<file path="src/rtl/config_pkg.sv">
// ---------------------------------------------------------------------------
// config_pkg
// Shared definitions for the configuration sequencer: module-id constants
// decoded by the tile address matchers, address field bounds, the request
// record buffered in the FIFO, the sequencer state enum and the module-id
// validity helper.
// ---------------------------------------------------------------------------
package config_pkg;

   localparam logic [15:0] MOD_NONE = 16'd0;
   localparam logic [15:0] MOD_CLB  = 16'd4;
   localparam logic [15:0] MOD_CB1  = 16'd5;
   localparam logic [15:0] MOD_CB0  = 16'd6;
   localparam logic [15:0] MOD_SB   = 16'd7;

   localparam int TILE_ID_LSB = 0;
   localparam int TILE_ID_MSB = 15;
   localparam int MOD_ID_LSB  = 16;
   localparam int MOD_ID_MSB  = 31;

   // One buffered write request; packed so it can travel through a plain FIFO.
   typedef struct packed {
      logic [31:0] addr;
      logic [31:0] data;
      logic        last;
   } cfg_req_t;

   typedef enum logic [1:0] {
      ST_IDLE  = 2'd0,
      ST_ISSUE = 2'd1,
      ST_GAP   = 2'd2
   } seq_state_e;

   // True when the module id names a module that some tile matcher decodes.
   function automatic logic is_valid_mod(input logic [15:0] mod_id);
      is_valid_mod = (mod_id == MOD_CLB) || (mod_id == MOD_CB1) ||
                     (mod_id == MOD_CB0) || (mod_id == MOD_SB);
   endfunction

endpackage

</file>
<file path="src/rtl/config_sequencer_if.sv">
// ---------------------------------------------------------------------------
// config_sequencer_if
// Valid/ready request stream into the configuration sequencer.
//   in_valid : request present          (master -> slave)
//   in_ready : buffer can accept        (slave  -> master)
//   in_addr  : [15:0] tile id, [31:16] module id
//   in_data  : configuration word
//   in_last  : final request of a stream
// ---------------------------------------------------------------------------
interface config_sequencer_if;
   logic        in_valid;
   logic        in_ready;
   logic [31:0] in_addr;
   logic [31:0] in_data;
   logic        in_last;

   modport master (output in_valid, in_addr, in_data, in_last, input in_ready);
   modport slave  (input in_valid, in_addr, in_data, in_last, output in_ready);
endinterface

</file>
<file path="src/rtl/config_fifo.sv">
// ---------------------------------------------------------------------------
// config_fifo
// Synchronous FIFO, DEPTH entries (power of two, >= 2) of WIDTH bits.
//   clk, reset : clock, synchronous active-high reset (empties the FIFO)
//   push_i     : write wdata_i (ignored when full)
//   pop_i      : discard head entry (ignored when empty)
//   rdata_o    : head entry, valid while !empty_o
//   full_o     : DEPTH entries held (from registered occupancy)
//   empty_o    : no entries held
// ---------------------------------------------------------------------------
module config_fifo #(
   parameter int DEPTH = 4,
   parameter int WIDTH = 65
) (
   input  logic             clk,
   input  logic             reset,
   input  logic             push_i,
   input  logic [WIDTH-1:0] wdata_i,
   input  logic             pop_i,
   output logic [WIDTH-1:0] rdata_o,
   output logic             full_o,
   output logic             empty_o
);
   localparam int AW = $clog2(DEPTH);

   logic [WIDTH-1:0] mem_q [DEPTH];
   logic [AW-1:0]    wr_ptr_q;
   logic [AW-1:0]    rd_ptr_q;
   logic [AW:0]      count_q;
   logic             push_ok_s;
   logic             pop_ok_s;

   assign full_o    = (count_q == (AW+1)'(DEPTH));
   assign empty_o   = (count_q == '0);
   assign push_ok_s = push_i & ~full_o;
   assign pop_ok_s  = pop_i & ~empty_o;
   assign rdata_o   = mem_q[rd_ptr_q];

   // Storage array: written on accepted push, never reset.
   always_ff @(posedge clk) begin
      if (push_ok_s) begin
         mem_q[wr_ptr_q] <= wdata_i;
      end
   end

   // Pointers and occupancy; simultaneous push and pop leaves occupancy unchanged.
   always_ff @(posedge clk) begin
      if (reset) begin
         wr_ptr_q <= '0;
         rd_ptr_q <= '0;
         count_q  <= '0;
      end else begin
         if (push_ok_s) wr_ptr_q <= wr_ptr_q + AW'(1);
         if (pop_ok_s)  rd_ptr_q <= rd_ptr_q + AW'(1);
         case ({push_ok_s, pop_ok_s})
            2'b10:   count_q <= count_q + (AW+1)'(1);
            2'b01:   count_q <= count_q - (AW+1)'(1);
            default: count_q <= count_q;
         endcase
      end
   end
endmodule

</file>
<file path="src/rtl/config_sequencer.sv">
// ---------------------------------------------------------------------------
// config_sequencer
// Buffers {addr, data, last} write requests and issues each as a one-cycle
// write on the shared config_addr/config_data bus, with GAP_CYCLES null
// cycles after each write. Requests naming no tile module are dropped.
//   clk, reset   : clock, synchronous active-high reset
//   req          : request stream (slave side)
//   config_addr  : registered bus address, 0 when idle/gap
//   config_data  : registered bus data, 0 when idle/gap
//   busy         : buffer non-empty or sequencer not idle
//   done         : one-cycle pulse when a last-flagged entry completes
//   err_bad_mod  : sticky, set when an entry is rejected
//   write_count  : issued writes since reset, saturating
// ---------------------------------------------------------------------------
module config_sequencer
   import config_pkg::*;
#(
   parameter int FIFO_DEPTH = 4,
   parameter int GAP_CYCLES = 1
) (
   input  logic                 clk,
   input  logic                 reset,
   config_sequencer_if.slave    req,
   output logic [31:0]          config_addr,
   output logic [31:0]          config_data,
   output logic                 busy,
   output logic                 done,
   output logic                 err_bad_mod,
   output logic [15:0]          write_count
);
   seq_state_e  state_q, state_d;
   logic [3:0]  gap_cnt_q, gap_cnt_d;
   logic        last_q, last_d;
   logic [31:0] addr_q, addr_d;
   logic [31:0] data_q, data_d;
   logic        done_q, done_d;
   logic        err_q, err_d;
   logic [15:0] wcnt_q, wcnt_d;

   logic        full_s, empty_s, push_s, pop_s, decide_s;
   logic [$bits(cfg_req_t)-1:0] head_bits_s;
   cfg_req_t    head_s;

   // in_ready is held low in the reset cycle itself, not just after it.
   assign req.in_ready = ~full_s & ~reset;
   assign push_s       = req.in_valid & req.in_ready;
   assign head_s       = cfg_req_t'(head_bits_s);

   config_fifo #(
      .DEPTH (FIFO_DEPTH),
      .WIDTH ($bits(cfg_req_t))
   ) u_fifo (
      .clk     (clk),
      .reset   (reset),
      .push_i  (push_s),
      .wdata_i ({req.in_addr, req.in_data, req.in_last}),
      .pop_i   (pop_s),
      .rdata_o (head_bits_s),
      .full_o  (full_s),
      .empty_o (empty_s)
   );

   // Next-state logic: the last gap cycle (or ISSUE when there is no gap)
   // takes the same pop decision as IDLE so writes stay 1+GAP_CYCLES apart.
   always_comb begin
      state_d   = state_q;
      gap_cnt_d = gap_cnt_q;
      last_d    = last_q;
      addr_d    = 32'd0;
      data_d    = 32'd0;
      done_d    = 1'b0;
      err_d     = err_q;
      wcnt_d    = wcnt_q;
      pop_s     = 1'b0;
      decide_s  = 1'b0;

      case (state_q)
         ST_IDLE: begin
            decide_s = 1'b1;
         end
         ST_ISSUE: begin
            if (GAP_CYCLES == 0) begin
               decide_s = 1'b1;
               done_d   = last_q;
            end else begin
               state_d   = ST_GAP;
               gap_cnt_d = 4'(GAP_CYCLES);
            end
         end
         ST_GAP: begin
            if (gap_cnt_q <= 4'd1) begin
               decide_s = 1'b1;
               done_d   = last_q;
            end else begin
               gap_cnt_d = gap_cnt_q - 4'd1;
            end
         end
         default: begin
            state_d = ST_IDLE;
         end
      endcase

      if (decide_s) begin
         state_d = ST_IDLE;
         last_d  = 1'b0;
         if (!empty_s) begin
            pop_s = 1'b1;
            if (is_valid_mod(head_s.addr[MOD_ID_MSB:MOD_ID_LSB])) begin
               state_d = ST_ISSUE;
               addr_d  = head_s.addr;
               data_d  = head_s.data;
               last_d  = head_s.last;
               if (wcnt_q != 16'hFFFF) begin
                  wcnt_d = wcnt_q + 16'd1;
               end else begin
                  wcnt_d = wcnt_q;
               end
            end else begin
               // Rejected entry: bus stays null, done fires now if it ended a stream.
               err_d  = 1'b1;
               done_d = done_d | head_s.last;
            end
         end else begin
            pop_s = 1'b0;
         end
      end else begin
         pop_s = 1'b0;
      end
   end

   // State and registered bus/status outputs.
   always_ff @(posedge clk) begin
      if (reset) begin
         state_q   <= ST_IDLE;
         gap_cnt_q <= 4'd0;
         last_q    <= 1'b0;
         addr_q    <= 32'd0;
         data_q    <= 32'd0;
         done_q    <= 1'b0;
         err_q     <= 1'b0;
         wcnt_q    <= 16'd0;
      end else begin
         state_q   <= state_d;
         gap_cnt_q <= gap_cnt_d;
         last_q    <= last_d;
         addr_q    <= addr_d;
         data_q    <= data_d;
         done_q    <= done_d;
         err_q     <= err_d;
         wcnt_q    <= wcnt_d;
      end
   end

   assign config_addr = addr_q;
   assign config_data = data_q;
   assign done        = done_q;
   assign err_bad_mod = err_q;
   assign write_count = wcnt_q;
   assign busy        = ~empty_s | (state_q != ST_IDLE);
endmodule

</file>
<file path="src/flat_wrapper.sv">
// flat-port wrapper written by rule: the top's interface ports become plain ports
module config_sequencer_flat import config_pkg::*;
#(
   parameter int FIFO_DEPTH = 4,
   parameter int GAP_CYCLES = 1
)
  (clk, reset, config_addr, config_data, busy, done, err_bad_mod, write_count, req_in_valid, req_in_addr, req_in_data, req_in_last, req_in_ready);
  config_sequencer_if req_i ();
  input  logic clk;
  input  logic reset;
  output logic [31:0] config_addr;
  output logic [31:0] config_data;
  output logic busy;
  output logic done;
  output logic err_bad_mod;
  output logic [15:0] write_count;
  input wire logic [$bits(req_i.in_valid)-1:0] req_in_valid;
  input wire logic [$bits(req_i.in_addr)-1:0] req_in_addr;
  input wire logic [$bits(req_i.in_data)-1:0] req_in_data;
  input wire logic [$bits(req_i.in_last)-1:0] req_in_last;
  output wire logic [$bits(req_i.in_ready)-1:0] req_in_ready;
  assign req_i.in_valid = req_in_valid;
  assign req_i.in_addr = req_in_addr;
  assign req_i.in_data = req_in_data;
  assign req_i.in_last = req_in_last;
  assign req_in_ready = req_i.in_ready;
  config_sequencer #(.FIFO_DEPTH(FIFO_DEPTH), .GAP_CYCLES(GAP_CYCLES)) u_core (.clk(clk), .reset(reset), .req(req_i), .config_addr(config_addr), .config_data(config_data), .busy(busy), .done(done), .err_bad_mod(err_bad_mod), .write_count(write_count));
endmodule
</file>
<file path="config.mk">
export PLATFORM = sky130hd
export DESIGN_NAME = config_sequencer_flat
export DESIGN_NICKNAME = d
export VERILOG_FILES = /design/src/rtl/config_pkg.sv /design/src/rtl/config_sequencer_if.sv /design/src/rtl/config_fifo.sv /design/src/rtl/config_sequencer.sv /design/src/flat_wrapper.sv
export SDC_FILE = /design/constraint.sdc
export NUM_CORES = 1
export LEC_CHECK = 0
export BUFFER_PORTS_ARGS = -buffer_cell sky130_fd_sc_hd__buf_4
export CAP_MARGIN = 20
export CORE_MARGIN = 3
export CORE_UTILIZATION = 45
export DETAILED_ROUTE_END_ITERATION = 10
export GPL_TIMING_DRIVEN = 0
export REMOVE_ABC_BUFFERS = 1
export SYNTH_ARGS = -nofsm -noshare
export SYNTH_HDL_FRONTEND = slang
export SYNTH_HIERARCHICAL = 1
export SYNTH_SLANG_ARGS = --single-unit
export TNS_END_PERCENT = 10
</file>
<file path="constraint.sdc">
create_clock -name clk -period 7.8 [get_ports clk]
set_input_delay 0 -clock clk [delete_from_list [all_inputs] [get_ports clk]]
set_output_delay 0 -clock clk [all_outputs]
set_load 0.02 [all_outputs]
</file>
==> impl_results.md <==
* Via count at 6724
* Worst Path Arrival at 4.27 ns
* Die Ht at 175 um
* First-pass GRT wire length at 39.2 mm
* Fin util at 0.585
* Total of max-cap violations at 0
* Switching Share at 0.211
* CTS Sinks at 358
* Switching pwr at 0.000907 W
* GRT overflow at 0
* Final worst setup slack at 3.94 ns
* Post-Syn Area at 12900 um^2
* Worst hold path type: input pin to flip-flop
* Final Hold Viols at 0
* Layout fillers at 2145
* Status: finished, final reports clean
* Clk slew on worst S/H paths at 0.06 ns
* P&R area growth vs syn at 27.4%
* Clock skew at 0.0141 ns
* CTS tree: yes
* Vias in the first global route at 7299
* Nets at 1004
* Critical path endpoint category: flip-flop
* Final WL at 24.2 mm
* Combinational share of power at 0.099
* Port buffer count at 151
* Seq pwr share at 0.502
* Setup Fix Bufs, Post-CTS at 0
* RePlAce Congestion at 0.739
* Asr flop ratio synth at 0
* Row count at 61
* DRT iter0 DRCs at 322
* Clk buf depth at 3
* Fin crit share at 0.494
* Synth unique cells at 47
* Avg WL per Cell at 18.1 um
* CP Max Fanout at 40
* DRC at 0
* Worst-Skew Late Latency at 0.50 ns
* Yosys warning total at 6
* Worst slack at placement at 3.84 ns
* Post-synth EDFFs at 260
* Critical Path RT at 8.22 ns
* Largest net degree at the start of global routing at 42
* Yosys reg bits at 358
* H-tree levels at 2
* PostCTS Resize Cnt at 0
* Yosys top cell by area: edfxtp_1
* Die width at 175 um
* Syn_area_per_cell at 18.9 um^2
* Fin crit period at 3.86 ns
* Finish-stage setup viols at 0
* Worst vdd ir at 0.174 mV
* Starting density of the core at 0.459
* Power density over cell area at 262 nW/um^2
* Unrepaired setup endpoints after global routing: false
* Fmax at 259 MHz
* Global Route Usage Sum at 0.162
* P_leak at 5.75 nW
* HPWL Detailed at 14.7 mm
* Relative slew margins at 0.461
* CP startpoint kind: flip-flop
* Full die area at 30700 um^2
* Least-Margin Pin Slew at 0.809 ns
* Root Driver: clkbuf_16
* Multi-input logic area at 2880 um^2
* Max-slew violations at 0
* Pre-antenna DRT Iters at 4
* Synth area leaders: edfxtp_1 61%, dfxtp_1 15%, mux4_2 11%
* Routed vias/inst at 5.04
* Initial antenna violation count at 1
* Area share of the leading cell type in the synthesized netlist at 0.607
* Share of cells above drive strength 1 at 0.304
* Crit path kind: flip-flop to flip-flop
* Hold_buf cts at 67
* Int Pwr at 0.00339 W
* Main synth FF type: edfxtp_1
* Mapped Cells at 680
* Antenna-violating nets left at 0
* Register area at 9780 um^2
* Core area at 28000 um^2
* Clock Power Share at 0.399
* Total power at 0.00430 W
* # IOs at 152
* Sequential share of the synthesized area at 0.759
* TritonCTS Buffers at 38
==> critical path, cell delays in order, from the launching register on <==
cell and delay [ns]:
dfxtp_4 0.73, buf_16 0.35, mux4_2 0.55, nor4_1 0.37, and4_1 0.43, o2111ai_2 0.48, or4_1 0.63, a21oi_1 0.17
==> layer usage <==
layer,up-vias,track usage,wire length [um]
li1,3127,-,-
met1,3413,0.204,10000
met2,152,0.291,12800
met3,32,0.0300,940
met4,0,0.0372,369
met5,-,0,0
==> per-stage QoR <==
step           instances  setup TNS, ns  area, um^2  hold slack (ns)
6_report            1335              0       16400            0.248
5_1_grt             1335              0       16400            0.228
4_1_cts             1334              0       16400            0.213
3_5_place_dp        1198              0       14500            0.204
3_3_place_gp        1191         -68.98       14300            0.198
2_1_floorplan        662              0       12700           0.0691
==> power groups by stage <==
| stage | logic (W) | clock network, W | registers [W] |
|---|---|---|---|
| 4_1_cts | 0.000435 | 0.00177 | 0.00216 |
| 2_1_floorplan | 0.000252 | 0 | 0.00222 |
| 3_5_place_dp | 0.000406 | 0 | 0.00220 |
| 6_report | 0.000425 | 0.00172 | 0.00216 |
| 3_3_place_gp | 0.000365 | 0 | 0.00225 |
| 5_1_grt | 0.000466 | 0.00186 | 0.00217 |
==> synthesized netlist by cell type, types with 2 or more instances <==
cell type / number
buf_4: 2
or3_1: 8
mux4_2: 65
and2_1: 53
and3_1: 3
xor2_1: 4
nor3b_1: 3
edfxtp_1: 260
nor4_1: 5
nand2b_1: 2
and4_1: 5
clkbuf_1: 11
and2_2: 3
nand4_1: 4
nand2_1: 11
inv_1: 14
a21oi_1: 23
or4_1: 5
dfxtp_1: 98
nor2_1: 27
o31ai_1: 7
mux2i_1: 4
buf_2: 9
nor3_1: 5
o21ai_0: 8
ha_1: 8
buf_6: 2
nand3_1: 8
buf_12: 5
==> cell families after synthesis <==
logic type                 synth area share
buffers and inverters                0.0218
xor gates and xnor gates            0.00340
and+or+nand+nor                      0.0657
adders and majority gates           0.00933
DFF                                   0.759
other                              0.000291
muxes                                 0.117
AOI/OAI and AO/OA                    0.0234
==> registers in the layout, summed over array words and instances, names as in the netlist, named ones only <==
| register | flops |
|---|---|
| u_core/write_count | 16 |
| u_core/u_fifo/mem_q | 260 |
| u_core/gap_cnt_q | 4 |
| u_core/config_addr | 32 |
| u_core/last_q | 1 |
| u_core/err_bad_mod | 1 |
| u_core/state_q | 2 |
| u_core/u_fifo/count_q | 3 |
| u_core/done | 1 |
| u_core/u_fifo/rd_ptr_q | 2 |
| u_core/u_fifo/wr_ptr_q | 2 |
| u_core/config_data | 32 |
==> cell type report <==
type / count / area share
Clock inverter: 11 / 0.00534
Antenna cell: 1 / 0.000153
Clock buffer: 58 / 0.0694
Multi-Input combinational cell: 290 / 0.175
Tap cell: 378 / 0.0288
Sequential cell: 358 / 0.596
Timing Repair Buffer: 225 / 0.121
Inverter: 14 / 0.00320
==> layout by cell type (no fill, tap or decap), types with 6 or more instances in the layout <==
master	instances
nor2_1	26
buf_16	6
or3_1	8
inv_1	14
nand3_1	8
buf_4	151
nand2_1	11
dfxtp_1	96
conb_1	13
edfxtp_1	260
clkbuf_8	7
o31ai_1	7
mux4_2	65
a21oi_1	23
and2_1	52
clkbuf_1	11
ha_1	8
dlygate4sd3_1	67
o21ai_0	8
clkbuf_16	40
==> path summary, 6_finish.rpt <==
| check | from | to | slack (ns) | cells after the start |
|---|---|---|---|---|
| worst max-delay path | flip-flop | u_core/write_count[11]$_SDFFE_PP0P_ | 3.94 | 7 |
| worst min register to register | u_core/last_q$_SDFFE_PP0N_ | u_core/last_q$_SDFFE_PP0N_ | 0.47 | 2 |
| worst max register to register | flip-flop | u_core/write_count[11]$_SDFFE_PP0P_ | 3.94 | 7 |
| worst min-delay path | req_in_addr[2] | u_core/u_fifo/mem_q[3][35]$_DFFE_PP_ | 0.25 | 2 |
Power figures use the tool's default switching activity.
